--- config.mk ---
export PLATFORM = sky130hd
export DESIGN_NAME = pll_mgmt_responder_flat
export DESIGN_NICKNAME = d
export VERILOG_FILES = /design/src/rtl/pll_mgmt_pkg.sv /design/src/rtl/pll_mgmt_if.sv /design/src/rtl/pll_mgmt_regbank.sv /design/src/rtl/pll_mgmt_responder.sv /design/src/flat_wrapper.sv
export SDC_FILE = /design/constraint.sdc
export NUM_CORES = 1
export LEC_CHECK = 0
export BUFFER_PORTS_ARGS = -buffer_cell sky130_fd_sc_hd__buf_2
export CAP_MARGIN = 20
export CORE_MARGIN = 2
export CORE_UTILIZATION = 55
export CTS_CLUSTER_DIAMETER = 30
export DETAILED_ROUTE_END_ITERATION = 10
export MAX_ROUTING_LAYER = met4
export PLACE_DENSITY = 0.82
export SLEW_MARGIN = 30
export SYNTH_ARGS = -nofsm -noshare
export SYNTH_HDL_FRONTEND = slang
export SYNTH_SLANG_ARGS = --single-unit
--- constraint.sdc ---
create_clock -name mgmt_clk -period 5.81 [get_ports mgmt_clk]
set_input_delay 0.2905 -clock mgmt_clk [delete_from_list [all_inputs] [get_ports mgmt_clk]]
set_output_delay 0.2905 -clock mgmt_clk [all_outputs]
set_load 0.05 [all_outputs]
--- src/rtl/pll_mgmt_pkg.sv ---
`default_nettype none
// ============================================================================
// Module : pll_mgmt_pkg
// Brief  : Shared address map, FSM state type and STATUS bit positions for
//          the PLL reconfiguration management responder.
// Rev    : 1.0  initial release
// ============================================================================
package pll_mgmt_pkg;

   localparam int ADDR_W = 6;
   localparam int DATA_W = 32;

   // Register address map
   localparam logic [ADDR_W-1:0] ADDR_MODE   = 6'd0;
   localparam logic [ADDR_W-1:0] ADDR_STATUS = 6'd1;
   localparam logic [ADDR_W-1:0] ADDR_START  = 6'd2;
   localparam logic [ADDR_W-1:0] ADDR_M      = 6'd4;
   localparam logic [ADDR_W-1:0] ADDR_K      = 6'd7;

   // STATUS register bit positions
   localparam int STATUS_IDLE_BIT = 0;
   localparam int STATUS_ERR_BIT  = 1;

   typedef enum logic [1:0] {
      IDLE = 2'd0,
      BUSY = 2'd1,
      LOCK = 2'd2
   } pll_state_t;

   function automatic int max_int(input int a, input int b);
      return (a > b) ? a : b;
   endfunction

endpackage
`default_nettype wire

--- src/rtl/pll_mgmt_if.sv ---
`default_nettype none
// ============================================================================
// Module : pll_mgmt_if
// Brief  : PLL management bus (address/read/write with waitrequest stall).
//          master = sequencer side, slave = responder side.
// Rev    : 1.0  initial release
// ============================================================================
interface pll_mgmt_if;

   logic [5:0]  mgmt_address;
   logic        mgmt_write;
   logic [31:0] mgmt_writedata;
   logic        mgmt_read;
   logic [31:0] mgmt_readdata;
   logic        mgmt_waitrequest;

   modport master (
      output mgmt_address, mgmt_write, mgmt_writedata, mgmt_read,
      input  mgmt_readdata, mgmt_waitrequest
   );

   modport slave (
      input  mgmt_address, mgmt_write, mgmt_writedata, mgmt_read,
      output mgmt_readdata, mgmt_waitrequest
   );

endinterface
`default_nettype wire

--- src/rtl/pll_mgmt_regbank.sv ---
`default_nettype none
// ============================================================================
// Module : pll_mgmt_regbank
// Brief  : Staged and active M/K registers, MODE bit, sticky error flag and
//          registered read-data mux. Staged values move to active on commit.
// Rev    : 1.0  initial release
// ============================================================================
module pll_mgmt_regbank
   import pll_mgmt_pkg::*;
#(
   parameter logic [31:0] K_DEFAULT = 32'd3639383488,
   parameter logic [31:0] M_DEFAULT = 32'h0
) (
   input  logic              clk,
   input  logic              rst,
   input  logic              wr_en,      // accepted write that takes effect
   input  logic              wr_drop,    // accepted write discarded during BUSY
   input  logic              rd_en,      // accepted read
   input  logic [ADDR_W-1:0] address,
   input  logic [DATA_W-1:0] writedata,
   input  logic              commit,     // staged -> active strobe
   input  logic              is_idle,
   output logic              mode,
   output logic [DATA_W-1:0] readdata,
   output logic [DATA_W-1:0] k_active,
   output logic [DATA_W-1:0] m_active
);

   logic              r_mode;
   logic              r_err;
   logic [DATA_W-1:0] r_k_staged;
   logic [DATA_W-1:0] r_m_staged;
   logic [DATA_W-1:0] r_k_active;
   logic [DATA_W-1:0] r_m_active;
   logic [DATA_W-1:0] r_readdata;
   logic [DATA_W-1:0] w_rd_mux;

   // Register writes; a dropped write flags the sticky error, MODE writes clear it
   always_ff @(posedge clk or posedge rst) begin
      if (rst) begin
         r_mode     <= 1'b0;
         r_err      <= 1'b0;
         r_k_staged <= K_DEFAULT;
         r_m_staged <= M_DEFAULT;
      end else if (wr_drop) begin
         r_err <= 1'b1;
      end else if (wr_en) begin
         case (address)
            ADDR_MODE: begin
               r_mode <= writedata[0];
               r_err  <= 1'b0;
            end
            ADDR_M:  r_m_staged <= writedata;
            ADDR_K:  r_k_staged <= writedata;
            default: ;
         endcase
      end
   end

   // Active values follow staged values only on a commit strobe
   always_ff @(posedge clk or posedge rst) begin
      if (rst) begin
         r_k_active <= K_DEFAULT;
         r_m_active <= M_DEFAULT;
      end else if (commit) begin
         r_k_active <= r_k_staged;
         r_m_active <= r_m_staged;
      end
   end

   // Read mux: unmapped and write-only addresses read as zero
   always_comb begin
      w_rd_mux = '0;
      case (address)
         ADDR_MODE:   w_rd_mux[0] = r_mode;
         ADDR_STATUS: begin
            w_rd_mux[STATUS_IDLE_BIT] = is_idle;
            w_rd_mux[STATUS_ERR_BIT]  = r_err;
         end
         ADDR_M:      w_rd_mux = r_m_staged;
         ADDR_K:      w_rd_mux = r_k_staged;
         default:     ;
      endcase
   end

   // Read data is captured on an accepted read and held until the next one
   always_ff @(posedge clk or posedge rst) begin
      if (rst) begin
         r_readdata <= '0;
      end else if (rd_en) begin
         r_readdata <= w_rd_mux;
      end
   end

   assign mode     = r_mode;
   assign readdata = r_readdata;
   assign k_active = r_k_active;
   assign m_active = r_m_active;

endmodule
`default_nettype wire

--- src/rtl/pll_mgmt_responder.sv ---
`default_nettype none
// ============================================================================
// Module : pll_mgmt_responder
// Brief  : Responder end of the PLL reconfiguration management bus. Stages
//          M/K writes, commits them after a START, then models the relock.
// Rev    : 1.0  initial release
// ============================================================================
module pll_mgmt_responder
   import pll_mgmt_pkg::*;
#(
   parameter int          RECONFIG_CYCLES = 16,
   parameter int          LOCK_CYCLES     = 64,
   parameter logic [31:0] K_DEFAULT       = 32'd3639383488,
   parameter logic [31:0] M_DEFAULT       = 32'h0
) (
   input  logic        mgmt_clk,
   input  logic        mgmt_reset,
   pll_mgmt_if.slave   mgmt,
   output logic [31:0] k_active,
   output logic [31:0] m_active,
   output logic        pll_locked,
   output logic        reconfig_done
);

   localparam int CNT_W = $clog2(max_int(RECONFIG_CYCLES, LOCK_CYCLES) + 1);
   localparam logic [CNT_W-1:0] C_RECONFIG_LOAD = CNT_W'(RECONFIG_CYCLES - 1);
   localparam logic [CNT_W-1:0] C_LOCK_LOAD     = CNT_W'(LOCK_CYCLES - 1);

   pll_state_t        r_state;
   logic [CNT_W-1:0]  r_count;
   logic              r_locked;
   logic              r_done;

   logic              w_mode;
   logic              w_waitrequest;
   logic              w_wr_acc;
   logic              w_rd_acc;
   logic              w_wr_eff;
   logic              w_wr_drop;
   logic              w_start;
   logic              w_commit;

   // Stall only depends on registered state, never on the request inputs
   assign w_waitrequest = !w_mode && (r_state == BUSY);

   // Write beats read on a shared cycle; writes during BUSY (polling mode) are dropped
   assign w_wr_acc  = mgmt.mgmt_write && !w_waitrequest;
   assign w_rd_acc  = mgmt.mgmt_read && !mgmt.mgmt_write && !w_waitrequest;
   assign w_wr_drop = w_wr_acc && (r_state == BUSY);
   assign w_wr_eff  = w_wr_acc && (r_state != BUSY);
   assign w_start   = w_wr_eff && (mgmt.mgmt_address == ADDR_START);
   assign w_commit  = (r_state == BUSY) && (r_count == '0);

   // Reconfig sequencer: IDLE -> BUSY on START, commit at end of BUSY, relock in LOCK.
   // The counter is preloaded with the lock time on reset so that the post-reset
   // relock lasts the same LOCK_CYCLES as a post-commit relock.
   always_ff @(posedge mgmt_clk or posedge mgmt_reset) begin
      if (mgmt_reset) begin
         r_state  <= LOCK;
         r_count  <= C_LOCK_LOAD;
         r_locked <= 1'b0;
         r_done   <= 1'b0;
      end else begin
         r_done <= 1'b0;
         case (r_state)
            IDLE: begin
               if (w_start) begin
                  r_state <= BUSY;
                  r_count <= C_RECONFIG_LOAD;
               end
            end
            BUSY: begin
               if (r_count == '0) begin
                  r_state  <= LOCK;
                  r_count  <= C_LOCK_LOAD;
                  r_locked <= 1'b0;
                  r_done   <= 1'b1;
               end else begin
                  r_count <= r_count - CNT_W'(1);
               end
            end
            LOCK: begin
               if (w_start) begin
                  r_state <= BUSY;
                  r_count <= C_RECONFIG_LOAD;
               end else if (r_count == '0) begin
                  r_state  <= IDLE;
                  r_locked <= 1'b1;
               end else begin
                  r_count <= r_count - CNT_W'(1);
               end
            end
            default: begin
               r_state  <= LOCK;
               r_count  <= C_LOCK_LOAD;
               r_locked <= 1'b0;
            end
         endcase
      end
   end

   pll_mgmt_regbank #(
      .K_DEFAULT (K_DEFAULT),
      .M_DEFAULT (M_DEFAULT)
   ) u_regbank (
      .clk       (mgmt_clk),
      .rst       (mgmt_reset),
      .wr_en     (w_wr_eff),
      .wr_drop   (w_wr_drop),
      .rd_en     (w_rd_acc),
      .address   (mgmt.mgmt_address),
      .writedata (mgmt.mgmt_writedata),
      .commit    (w_commit),
      .is_idle   (r_state == IDLE),
      .mode      (w_mode),
      .readdata  (mgmt.mgmt_readdata),
      .k_active  (k_active),
      .m_active  (m_active)
   );

   assign mgmt.mgmt_waitrequest = w_waitrequest;
   assign pll_locked            = r_locked;
   assign reconfig_done         = r_done;

endmodule
`default_nettype wire

--- src/flat_wrapper.sv ---
// flat-port wrapper written by rule: the top's interface ports become plain ports
module pll_mgmt_responder_flat import pll_mgmt_pkg::*;
#(
   parameter int          RECONFIG_CYCLES = 16,
   parameter int          LOCK_CYCLES     = 64,
   parameter logic [31:0] K_DEFAULT       = 32'd3639383488,
   parameter logic [31:0] M_DEFAULT       = 32'h0
)
  (mgmt_clk, mgmt_reset, k_active, m_active, pll_locked, reconfig_done, mgmt_mgmt_address, mgmt_mgmt_write, mgmt_mgmt_writedata, mgmt_mgmt_read, mgmt_mgmt_readdata, mgmt_mgmt_waitrequest);
  pll_mgmt_if mgmt_i ();
  input  logic mgmt_clk;
  input  logic mgmt_reset;
  output logic [31:0] k_active;
  output logic [31:0] m_active;
  output logic pll_locked;
  output logic reconfig_done;
  input wire logic [$bits(mgmt_i.mgmt_address)-1:0] mgmt_mgmt_address;
  input wire logic [$bits(mgmt_i.mgmt_write)-1:0] mgmt_mgmt_write;
  input wire logic [$bits(mgmt_i.mgmt_writedata)-1:0] mgmt_mgmt_writedata;
  input wire logic [$bits(mgmt_i.mgmt_read)-1:0] mgmt_mgmt_read;
  output wire logic [$bits(mgmt_i.mgmt_readdata)-1:0] mgmt_mgmt_readdata;
  output wire logic [$bits(mgmt_i.mgmt_waitrequest)-1:0] mgmt_mgmt_waitrequest;
  assign mgmt_i.mgmt_address = mgmt_mgmt_address;
  assign mgmt_i.mgmt_write = mgmt_mgmt_write;
  assign mgmt_i.mgmt_writedata = mgmt_mgmt_writedata;
  assign mgmt_i.mgmt_read = mgmt_mgmt_read;
  assign mgmt_mgmt_readdata = mgmt_i.mgmt_readdata;
  assign mgmt_mgmt_waitrequest = mgmt_i.mgmt_waitrequest;
  pll_mgmt_responder #(.RECONFIG_CYCLES(RECONFIG_CYCLES), .LOCK_CYCLES(LOCK_CYCLES), .K_DEFAULT(K_DEFAULT), .M_DEFAULT(M_DEFAULT)) u_core (.mgmt_clk(mgmt_clk), .mgmt_reset(mgmt_reset), .mgmt(mgmt_i), .k_active(k_active), .m_active(m_active), .pll_locked(pll_locked), .reconfig_done(reconfig_done));
endmodule
* Word level (Yosys, flattened, before mapping)
Index checks and enable logic that the tools add are counted.
** Word-level totals
- Register bits :: 173
- Bits of input ports :: 42
- Output and inout bits :: 99
** Operators by class
- Add/sub/neg operators :: 1
- Eq/ne operators :: 13
- Mux-type cells :: 22
- Bitwise operators :: 2
- Reductions and logical operators :: 23
** Operators with widths (number)
- one-hot mux 30 bit (2 select lines) :: 1
- 2-to-1 mux 7 bit :: 4
- one-hot mux 7 bit (3 select lines) :: 1
- equality test 6 x 3 -> 1 bit (second input constant) :: 2
- AND reduction 3 bit :: 4
- logical AND 1 bit :: 8
- 2-to-1 mux 1 bit :: 8
- 2-to-1 mux 2 bit :: 4
- logical NOT 7 bit :: 1
- subtractor 7 x 1 -> 7 bit (second input constant) :: 1
- equality test 6 x 1 -> 1 bit (second input constant) :: 1
- equality test 6 x 2 -> 1 bit (second input constant) :: 1
- logical NOT 6 bit :: 1
- inequality test 2 x 1 -> 1 bit (second input constant) :: 3
- one-hot mux 1 bit (3 select lines) :: 2
- one-hot mux 2 bit (3 select lines) :: 1
- inequality test 2 bit (second input constant) :: 2
- one-hot mux 1 bit (4 select lines) :: 1
- AND reduction 2 bit :: 2
- AND reduction 4 bit :: 1
- nonzero test 2 bit :: 2
- logical NOT 1 bit :: 3
- inequality test 3 x 1 -> 1 bit (second input constant) :: 1
- inequality test 3 x 2 -> 1 bit (second input constant) :: 1
- 4 further kinds :: 5

* Longest topological paths before layout
Gate-level depths: netlist (run 1).
- Word-level depth :: 8
- Mapped depth :: 8
- Depth with buffers taken out :: 7

* Hierarchy
From an unflattened synthesis (run 1), not the netlist that was laid out.
** Second synthesis, totals
- Cells, all modules :: 524
- Area total of the unflattened synthesis :: 7274.5 um^2
** Modules (own cells, without submodules)
- pll_mgmt_regbank :: instances 1, cells each 441, area each 6555.0 um^2, sequential area each 4091.4 um^2
- pll_mgmt_responder :: instances 1, cells each 83, area each 719.4 um^2, sequential area each 284.0 um^2

* Worst setup path before layout (run 1)
Ideal clock, no wire load.
- Kind :: reg-to-reg
- Start :: reg u_core.r_state[1]
- End :: reg u_core.u_regbank.r_readdata[0], in the netlist u_core.u_regbank.readdata[0]
- Setup time :: 0.125 ns
- Arrival time :: 1.995 ns
- Setup slack :: 3.690 ns
- Stages on the path, launching flop included :: 7
- Period minus slack after synthesis :: 2.120 ns
- Cell sequence :: dfstp_2 nand2b_1 buf_2 nor2_1 nor3b_2 buf_2 mux2_2
** On the way
- Cells in the longest elaborated chain, start to end :: 4
- Elaborated cells on any way between the ends :: 6
** RTL lines
- from (decl) :: RTL line pll_mgmt_responder.sv:29 : pll_state_t r_state;
- from (signal assigned) :: RTL line pll_mgmt_responder.sv:59 : r_state <= LOCK;
- from (signal assigned) :: RTL line pll_mgmt_responder.sv:68 : r_state <= BUSY;
- from (signal assigned) :: RTL line pll_mgmt_responder.sv:74 : r_state <= LOCK;
- equality test 2 x 1 -> 1 bit :: RTL line pll_mgmt_responder.sv:44 : assign w_waitrequest = !w_mode && (r_state == BUSY);
- logical AND 1 bit :: RTL line pll_mgmt_responder.sv:44
- named net mgmt_mgmt_waitrequest :: RTL line flat_wrapper.sv:22 : output wire logic [$bits(mgmt_i.mgmt_waitrequest)-1:0] mgmt_mgmt_waitrequest;
- logical NOT 1 bit :: RTL line pll_mgmt_responder.sv:48 : assign w_rd_acc = mgmt.mgmt_read && !mgmt.mgmt_write && !w_waitrequest;
- logical AND 1 bit :: RTL line pll_mgmt_responder.sv:48
- to (signal assigned) :: RTL line pll_mgmt_regbank.sv:91 : r_readdata <= w_rd_mux;
- to (decl) :: RTL line pll_mgmt_regbank.sv:35 : logic [DATA_W-1:0] r_readdata;
The timed path passes the listed nets, and every way through them passes these cells.
A chain may end at the register's enable or synchronous reset.

* Worst setup path in the final report (run 1)
- Start :: reg u_core.r_count[0]
- End :: reg u_core.u_regbank.r_k_active[20], in the netlist u_core.u_regbank.k_active[20]
** On the way
- Cells in the longest elaborated chain, start to end :: 2
** RTL lines
- from (decl) :: RTL line pll_mgmt_responder.sv:30 : logic [CNT_W-1:0] r_count;
- from (signal assigned) :: RTL line pll_mgmt_responder.sv:79 : r_count <= r_count - CNT_W'(1);
- from (signal assigned) :: RTL line pll_mgmt_responder.sv:90 : r_count <= r_count - CNT_W'(1);
- logical NOT 7 bit :: RTL line pll_mgmt_responder.sv:52 : assign w_commit = (r_state == BUSY) && (r_count == '0);
- logical AND 1 bit :: RTL line pll_mgmt_responder.sv:52
- to (signal assigned) :: RTL line pll_mgmt_regbank.sv:66 : r_k_active <= r_k_staged;
- to (decl) :: RTL line pll_mgmt_regbank.sv:33 : logic [DATA_W-1:0] r_k_active;
Every way passes these cells.

==> results.sh, run 1 <==
export IMPL_routed_wl_mm=15.07
export IMPL_critPathRequiredTime_ns=6.11
export IMPL_setup_viol_count_final=0
export IMPL_ys_seq_area_share_pct=59.09
export IMPL_grt_first_pass_wirelength_mm=24.33
export IMPL_yosys_cell_types_count=54
export IMPL_crit_type="reg2reg"
export IMPL_crit_arrival_ns=3.26
export IMPL_synth_area_leaders="dfrtp_1 (46%), mux2_2 (15%), dfstp_2 (13%), mux2_4 (12%), a22o_1 (3.5%)"
export IMPL_cp_startpoint="u_core.r_count[0]"
export IMPL_fin_nets=647
export IMPL_ys_top_cells_by_count="dfrtp_1 (136), mux2_2 (98), mux2_4 (59)"
export IMPL_violations="negative hold slack"
export IMPL_status="finished with violations"
export IMPL_cts_path_max_buffers=2
export IMPL_synth_adder_area_share_pct=0.1690
export IMPL_crit_path_max_fanout=54
export IMPL_syn_instance_count=469
export IMPL_insertion_delay_ns=0.42
export IMPL_dpl_hpwl_mm=9.775
export IMPL_viasPerCell=5.560
export IMPL_synth_xor_area_share_pct=0.1183
export IMPL_final_core_util_pct=66.39
export IMPL_ioPinCount=141
export IMPL_total_leakage_power_uw=0.004560
export IMPL_ys_ff_latch=173
export IMPL_m1WireLength_mm=6.655
export IMPL_period_share_pct=50.84
export IMPL_yosysWarnings=0
export IMPL_yosysTopAreaCell="dfrtp_1"
export IMPL_cts_hold_buffers_added=0
export IMPL_whs_ns=-0.03009
export IMPL_cts_inserted_buffers=17
export IMPL_r2r_start="u_core.r_count[0]"
export IMPL_synth_top_cell_area_share_pct=45.96
export IMPL_dr_wl_met3_um=717
export IMPL_tightest_slew_ns=0.9278
export IMPL_ys_flop_type="dfrtp_1"
export IMPL_grt_max_degree=103
export IMPL_synth_compound_area_share_pct=6.337
export IMPL_cts_sinks=173
export IMPL_core_area_um2=13190
export IMPL_yosys_cell_count_top_type="dfrtp_1"
export IMPL_routed_wl_met2_mm=7.437
export IMPL_fmax_mhz=338.5
export IMPL_reg2reg_to="u_core.u_regbank.k_active[20]"
export IMPL_die_area_um2=14410
export IMPL_cts_resized=0
export IMPL_fin_skew_ns=0.008081
export IMPL_h_tree_depth=4
export IMPL_syn_nets=512
export IMPL_synth_simple_gate_area_share_pct=3.667
export IMPL_slew_viol_final=0
export IMPL_rsz0062_at_grt="false"
export IMPL_drt_iter0_drc=229
export IMPL_overflow=0
export IMPL_hold_violations=12
export IMPL_num_antenna_cells=0
export IMPL_avgSynthCellArea_um2=15.79
export IMPL_syn_cell_area_um2=7405
export IMPL_rr_worst_depth=7
export IMPL_track_usage_pct=22.67
export IMPL_postRouteAntennaNets=0
export IMPL_synth_edf_count=0
export IMPL_reg2reg_slack_ns=2.86
export IMPL_fin_crit_ns=2.954
export IMPL_synth_top_family_by_area="multiplexers"
export IMPL_end_kind="register"
export IMPL_routed_via_count=4409
export IMPL_die_w_um=120.0
export IMPL_async_reset_ff_share_pct=100.0
export IMPL_die_y_um=120.0
export IMPL_wl_per_cell_um=19.01
export IMPL_drive_gt1_share_pct=60.94
export IMPL_firstDrtPassIters=5
export IMPL_gp_congestion=0.7957
export IMPL_postCtsSetupRepairBufs=0
export IMPL_drc_errors=0
export IMPL_power_density_nw_per_um2=275.4
export IMPL_grt_pass1_vias=4657
export IMPL_start_util_pct=56.14
export IMPL_hold_path_class="in2async"
export IMPL_fp_row_count=42
export IMPL_syn_to_final_growth_pct=18.27
export IMPL_highest_layer="met4"
export IMPL_setup_tns_ns=0
export IMPL_cts_root_buffer="clkbuf_16"
export IMPL_ir_worst_vdd_mv=0.2083
export IMPL_synthMuxAreaShare_pct=27.48
export IMPL_startpoint_type="register"
export IMPL_cts_clk_slew_worst_paths_ns=0.06
export IMPL_antenna_found_initial=0
export IMPL_cts_tree="yes"
export IMPL_cap_violations=0
export IMPL_portBuffers=140
export IMPL_slew_headroom_pct=38.07
-- registers in the layout, indices dropped and copies added, names as in the netlist, 2 cells and up --
| register | count |
|---|---|
| u_core.u_regbank.k_active | 32 |
| u_core.u_regbank.m_active | 32 |
| u_core.r_state | 2 |
| u_core.u_regbank.readdata | 32 |
| u_core.u_regbank.r_k_staged | 32 |
| u_core.r_count | 7 |
| u_core.u_regbank.r_m_staged | 32 |
-- cells by family after synthesis --
group	count (synthesis)
simple gates	40
buf+inv	33
flops	173
mux	161
compound gates	60
fa+ha+maj	1
xor+xnor	1
-- final cells by class --
type | count | area, um^2
Clock buffer | 23 | 478.0
Clock inverter | 9 | 110.1
Fill cell | 927 | 4433
Inverter | 5 | 31.28
Multi-Input combinational cell | 263 | 2808
Sequential cell | 173 | 4375
Tap cell | 176 | 220.2
Timing Repair Buffer | 144 | 734.5
-- routing by layer --
metal  track usage, %  up-vias
met5                -        -
met4            8.971        0
met3            4.658       23
met2            34.84      132
met1            29.82     2254
li1                 -     2000
-- through the flow --
| step | total power [uW] | worst slack (ns) | area, um^2 | instances |
|---|---|---|---|---|
| 2_1_floorplan | 1281 | 0.8922 | 7405 | 469 |
| 3_3_place_gp | 1309 | 2.905 | 8163 | 761 |
| 3_5_place_dp | 1313 | 2.797 | 8163 | 761 |
| 4_1_cts | 2432 | 2.803 | 8751 | 793 |
| 5_1_grt | 2492 | 2.681 | 8757 | 793 |
| 6_report | 2412 | 2.856 | 8757 | 793 |
-- critical path, stage by stage, from the launching register on --
cell and delay (ns):
dfstp_2 0.38, inv_1 0.06, ha_1 0.19, or3b_4 0.44, nor4_4 0.32, nand2_2 0.39
clkinv_4 0.63, mux2_2 0.41
-- placed cells by master, fill, tap and decap left out, types with 2 or more instances in the layout --
cell,synthesis,layout
nand3_1,3,2
buf_4,0,3
clkbuf_8,0,3
nor3_1,2,2
o21ai_0,3,3
mux2_4,59,59
a22o_1,30,30
a21oi_1,9,9
a31oi_1,3,3
dfrtp_1,136,136
nor3b_1,2,2
nand4_1,2,2
mux2_2,98,98
clkinv_2,0,3
buf_2,12,140
clkbuf_1,10,3
nand3_2,1,2
nor2b_1,3,3
and3_1,3,3
and4b_1,2,2
nor2_1,9,9
dfstp_2,37,37
inv_1,4,3
clkinv_4,1,4
bufinv_16,0,2
clkbuf_16,0,17
mux2_1,4,4
-- worst max-delay path by stage --
stage,end,slack [ns],cells past startpoint
floorplan,u_core.pll_locked,0.89,1
finish,u_core.u_regbank.k_active[20],2.86,7
global route,u_core.u_regbank.k_active[20],2.68,7
detailed placement,u_core.u_regbank.r_k_staged[25],2.80,6
global placement,u_core.u_regbank.k_active[20],2.91,7
CTS,u_core.u_regbank.k_active[20],2.80,7
-- report_power, final --
group          switching [uW]  internal (uW)
Combinational            44.7           23.3
Clock                     452            669
Sequential               8.96           1210
No activity file was read; power rests on OpenSTA's default activity.
==> run 2: changes to the inputs <==
Settings changed: CORE_UTILIZATION 55 to 50, PLACE_DENSITY 0.82 to 0.79.
Clock period 5.81 ns to 2.6 ns, I/O delays scaled along.
==> run 2 against run 1 <==
  * The flow now finishes without violations
  * Maximum frequency grew 25%
  * Count of clock-buffer cells in the layout shrank 4
  * Power grew 120%
  * Sequential share of layout area shrank 2.5 points
  * Register-to-register slack lost 2.6 ns
  * Critical path type unchanged
  * Critical endpoint is now u_core.u_regbank.m_active[26]
  * Hold slack gained 0.18 ns
  * Global-route usage shrank 0.67 points
  * Worst setup slack lost 2.6 ns
  * Clock skew grew 0.0031 ns
  * Via count grew 6.4%
  * First-iteration DRC count grew 31%
==> results.sh, run 2 (same netlist as run 1, synthesis figures left out) <==
export IMPL_final_cells=843
export IMPL_cts_clk_slew_worst_paths_ns=0.06
export IMPL_syn_to_final_growth_pct=24.52
export IMPL_fin_crit_ns=2.359
export IMPL_fin_nets=689
export IMPL_num_antenna_cells=0
export IMPL_drt_iter0_drc=301
export IMPL_grt_pass1_vias=4980
export IMPL_routed_wl_mm=16.44
export IMPL_total_leakage_power_uw=0.004749
export IMPL_crit_arrival_ns=2.66
export IMPL_fp_row_count=44
export IMPL_hold_path_class="in2reg"
export IMPL_grt_first_pass_wirelength_mm=26.47
export IMPL_slew_headroom_pct=62.36
export IMPL_cap_violations=0
export IMPL_start_util_pct=51.14
export IMPL_portBuffers=140
export IMPL_antenna_found_initial=0
export IMPL_crit_path_max_fanout=23
export IMPL_die_y_um=125.7
export IMPL_wl_per_cell_um=19.51
export IMPL_fin_skew_ns=0.01116
export IMPL_tightest_slew_ns=0.5600
export IMPL_overflow=0
export IMPL_cts_sinks=173
export IMPL_reg2reg_slack_ns=0.24
export IMPL_status="completed"
export IMPL_insertion_delay_ns=0.42
export IMPL_rsz0062_at_grt="false"
export IMPL_place_inst=777
export IMPL_register_area_um2=4375
export IMPL_core_area_um2=14480
export IMPL_hold_violations=0
export IMPL_cts_tree="yes"
export IMPL_track_usage_pct=22.00
export IMPL_firstDrtPassIters=5
export IMPL_rr_worst_depth=8
export IMPL_period_share_pct=90.74
export IMPL_ir_worst_vdd_mv=0.4064
export IMPL_dpl_hpwl_mm=10.49
export IMPL_postRouteAntennaNets=0
export IMPL_gp_congestion=0.8054
export IMPL_min_from="mgmt_mgmt_address[4]"
export IMPL_h_tree_depth=4
export IMPL_crit_type="reg2reg"
export IMPL_multi_input_area_um2=2810
export IMPL_slew_viol_final=0
export IMPL_drc_errors=0
export IMPL_setup_ws_ns=0.2407
export IMPL_die_area_um2=15800
export IMPL_cts_resized=0
export IMPL_hold_end="u_core.u_regbank.r_err"
export IMPL_finalPower_uw=5363
export IMPL_routed_via_count=4691
export IMPL_die_w_um=125.7
export IMPL_grt_max_degree=174
export IMPL_reg2reg_to="u_core.u_regbank.m_active[26]"
export IMPL_r2r_start="u_core.r_count[0]"
export IMPL_critPathRequiredTime_ns=2.90
export IMPL_viasPerCell=5.565
export IMPL_cts_path_max_buffers=2
export IMPL_cts_inserted_buffers=17
export IMPL_ioPinCount=141
export IMPL_most_common_layout_cells="buf_2 (140), dfrtp_1 (136), mux2_2 (98)"
export IMPL_setup_tns_ns=0
export IMPL_fillerInstances=1070
export IMPL_cts_root_buffer="clkbuf_16"
export IMPL_startpoint_type="register"
export IMPL_place_ws_ns=0.2657
export IMPL_min_path_cells=5
export IMPL_drive_gt1_share_pct=58.88
export IMPL_end_kind="register"
export IMPL_setup_viol_count_final=0
export IMPL_final_common_cell="buf_2"
export IMPL_fmax_mhz=423.9
export IMPL_power_density_nw_per_um2=581.7
run 2: cell types whose count changed in the layout (fill, tap and decap cells not counted), moves of 2 or more:
cell           previous run  this run
dlygate4sd3_1             0        33
inv_8                     1         3
clkinvlp_4                0         3
buf_4                     3         7
clkbuf_8                  3         0
buf_12                    0         5
run 2: layout make-up:
class,count,share of cell area (%)
clock buffers,19,4.695
clock inverters,13,1.438
inverters,5,0.2985
multi-input cells,263,30.48
flip-flops and latches,173,47.46
well taps,184,2.497
repair buffers,186,13.14
run 2: how the worst max path moves through the flow:
stage / start / slack [ns] / endpoint
2_1_floorplan: mgmt_reset / 0.29 / u_core.pll_locked
3_3_place_gp: u_core.r_count[0] / 0.36 / u_core.u_regbank.k_active[17]
3_5_place_dp: u_core.r_count[1] / 0.27 / u_core.u_regbank.m_active[14]
4_1_cts: u_core.r_count[0] / 0.25 / u_core.u_regbank.m_active[26]
5_1_grt: u_core.r_count[0] / 0.11 / u_core.u_regbank.m_active[26]
6_report: u_core.r_count[0] / 0.24 / u_core.u_regbank.m_active[26]
run 2: timing repair:
action                     4_1_cts  5_1_grt
setup endpoints to repair        0        0
setup buffers                    0        0
hold endpoints to repair        65       49
hold buffers                    32        1
run 2: layer usage:
layer,vias up,GRT usage [%],share of wire [%]
li1,2074,-,-
met1,2409,27.97,43
met2,174,34.98,50
met3,34,4.800,5.0
met4,0,8.170,2.1
met5,-,-,0
run 2: power by group:
part           switching [uW]  internal [uW]  leakage (uW)
clock                    1080           1340      0.000274
combinational             111           89.9       0.00220
sequential               23.1           2710       0.00228
run 2: worst max-delay path, cell delays in order, from the launching register on:
cell and delay [ns]:
dfstp_2 0.39, inv_1 0.06, ha_1 0.19, or3b_4 0.44, nor4_4 0.21, nand2_2 0.13
clkinv_4 0.26, buf_4 0.24, mux2_4 0.31
run 2: metrics by stage:
step           cell area [um^2]  hold WS, ns  util (%)
6_report                   9220       0.1467     63.68
5_1_grt                    9220       0.1416     63.68
4_1_cts                    9183      0.02781     63.42
3_5_place_dp               8297       0.3657     57.30
3_3_place_gp               8297       0.3564     57.30
2_1_floorplan              7408       0.2617         -
==> run 3: changes to the inputs <==
Settings changed: CORE_ASPECT_RATIO set to 1.5.
==> run 3 against run 2 <==
  * Register-to-register slack better by 0.06 ns
  * Critical path depth stayed put
  * Worst setup slack better by 0.062 ns
  * Final area is 1.2% higher
  * Cell count is 2.4% higher
  * Largest power group unchanged
  * Maximum frequency is 2.7% higher
  * Global-route usage is 1.2 points higher
  * Die area is 0.12% higher
  * Routed wire length is 2.9% higher
  * Sequential cell count stayed put
==> results.sh, run 3 (same netlist as run 1, synthesis figures left out) <==
export IMPL_startpoint_type="register"
export IMPL_dpl_hpwl_mm=11.28
export IMPL_final_cells=863
export IMPL_status="completed"
export IMPL_crit_path_max_fanout=28
export IMPL_antenna_found_initial=1
export IMPL_grt_max_degree=42
export IMPL_cts_sinks=173
export IMPL_die_w_um=103.4
export IMPL_fin_skew_ns=0.01689
export IMPL_r2r_start="u_core.r_count[0]"
export IMPL_fmax_mhz=435.2
export IMPL_fp_row_count=54
export IMPL_insertion_delay_ns=0.43
export IMPL_final_core_util_pct=64.24
export IMPL_rsz0062_at_grt="false"
export IMPL_end_kind="register"
export IMPL_grt_first_pass_wirelength_mm=27.23
export IMPL_most_common_layout_cells="buf_2 (140), dfrtp_1 (136), mux2_2 (98)"
export IMPL_ir_worst_vdd_mv=0.4510
export IMPL_cts_path_max_buffers=2
export IMPL_setup_viol_count_final=0
export IMPL_slew_viol_final=0
export IMPL_viasPerCell=5.441
export IMPL_max_stage_delay_ns=0.44
export IMPL_h_tree_depth=4
export IMPL_reg2reg_slack_ns=0.30
export IMPL_finalPower_uw=5584
export IMPL_final_common_cell="buf_2"
export IMPL_postCtsSetupRepairBufs=0
export IMPL_cts_resized=0
export IMPL_rr_worst_depth=8
export IMPL_reg2reg_to="u_core.u_regbank.m_active[10]"
export IMPL_wl_per_cell_um=19.60
export IMPL_power_density_nw_per_um2=598.4
export IMPL_start_util_pct=50.97
export IMPL_overflow=0
export IMPL_slew_headroom_pct=58.08
export IMPL_crit_arrival_ns=2.60
export IMPL_core_area_um2=14530
export IMPL_crit_type="reg2reg"
export IMPL_hold_violations=0
export IMPL_firstDrtPassIters=4
export IMPL_total_leakage_power_uw=0.004798
export IMPL_portBuffers=140
export IMPL_hold_end="u_core.u_regbank.r_err"
export IMPL_tightest_slew_ns=0.6236
export IMPL_syn_to_final_growth_pct=26.02
export IMPL_critPathRequiredTime_ns=2.90
export IMPL_routed_wl_mm=16.91
export IMPL_min_from="mgmt_mgmt_write"
export IMPL_cp_cell_sequence="inv_1, ha_1, or3b_4, nor4_4, nand2_2, clkinv_4, buf_12, mux2_4"
export IMPL_cts_clk_slew_worst_paths_ns=0.06
export IMPL_routed_via_count=4696
export IMPL_cts_tree="yes"
export IMPL_cts_inserted_buffers=17
export IMPL_die_y_um=153.0
export IMPL_die_area_um2=15820
export IMPL_drive_gt1_share_pct=59.31
export IMPL_cap_violations=0
export IMPL_gp_congestion=0.8256
export IMPL_fin_crit_ns=2.298
export IMPL_ioPinCount=141
export IMPL_hold_path_class="in2reg"
export IMPL_track_usage_pct=23.21
export IMPL_fin_nets=696
export IMPL_fillerInstances=1013
export IMPL_place_inst=796
export IMPL_whs_ns=0.1563
export IMPL_cts_root_buffer="clkbuf_16"
export IMPL_grt_pass1_vias=5179
export IMPL_postRouteAntennaNets=0
export IMPL_period_share_pct=88.38
export IMPL_critPathSlowestCell="or3b_4"
export IMPL_drt_iter0_drc=228
export IMPL_drc_errors=0
export IMPL_setup_tns_ns=0
export IMPL_min_path_cells=3
## run 3: how the worst max path moves through the flow
| stage | start | endpoint | slack (ns) | cells past startpoint |
|---|---|---|---|---|
| 2_1_floorplan | mgmt_reset | u_core.pll_locked | 0.29 | 1 |
| 4_1_cts | u_core.r_count[0] | u_core.u_regbank.m_active[10] | 0.31 | 8 |
| 3_3_place_gp | mgmt_mgmt_address[3] | u_core.u_regbank.r_m_staged[7] | 0.35 | 6 |
| 3_5_place_dp | mgmt_mgmt_address[3] | u_core.u_regbank.r_m_staged[2] | 0.33 | 6 |
| 6_report | u_core.r_count[0] | u_core.u_regbank.m_active[10] | 0.30 | 8 |
| 5_1_grt | u_core.r_count[0] | u_core.u_regbank.k_active[30] | 0.21 | 8 |
## run 3: routing by layer
layer	vias to the layer above	GRT usage [%]	share of wire (%)
met5	-	-	0
met1	2449	27.42	40
li1	2086	-	-
met2	128	38.80	54
met3	33	4.801	3.0
met4	0	8.083	2.5
## run 3: repair_timing
action	4_1_cts	5_1_grt
endpoints found under the setup margin	0	0
hold endpoints to repair	92	0
hold buffers	33	0
## run 3: layout make-up
type / count / area, um^2 / area share, %
flip-flops and latches: 173 / 4375 / 46.89
multi-input cells: 263 / 2808 / 30.09
repair buffers: 193 / 1256 / 13.46
clock buffers: 18 / 439.2 / 4.706
well taps: 196 / 245.2 / 2.628
clock inverters: 14 / 177.7 / 1.904
inverters: 5 / 27.53 / 0.2950
diodes: 1 / 2.502 / 0.02682
## run 3: per-stage QoR
| step | setup slack [ns] | instance area, um^2 |
|---|---|---|
| after global placement | 0.3509 | 8362 |
| after detailed placement | 0.3283 | 8362 |
| after floorplan | 0.2895 | 7408 |
| after global routing | 0.2103 | 9331 |
| after CTS | 0.3144 | 9309 |
| final | 0.3022 | 9331 |
## run 3: where the power goes
group	internal, uW	leakage [uW]	switching [uW]
sequential	2710	0.00228	19.7
clock	1550	0.000296	1090
combinational	95.6	0.00222	113
total	4360	0.00480	1220
## run 3: critical path, delay by kind of cell, from the launching register on
kind,cells,cell delay (ns)
and+or+nand+nor,3,0.75
buffers and inverters,3,0.50
DFF,1,0.39
muxes,1,0.32
adders and majority gates,1,0.19
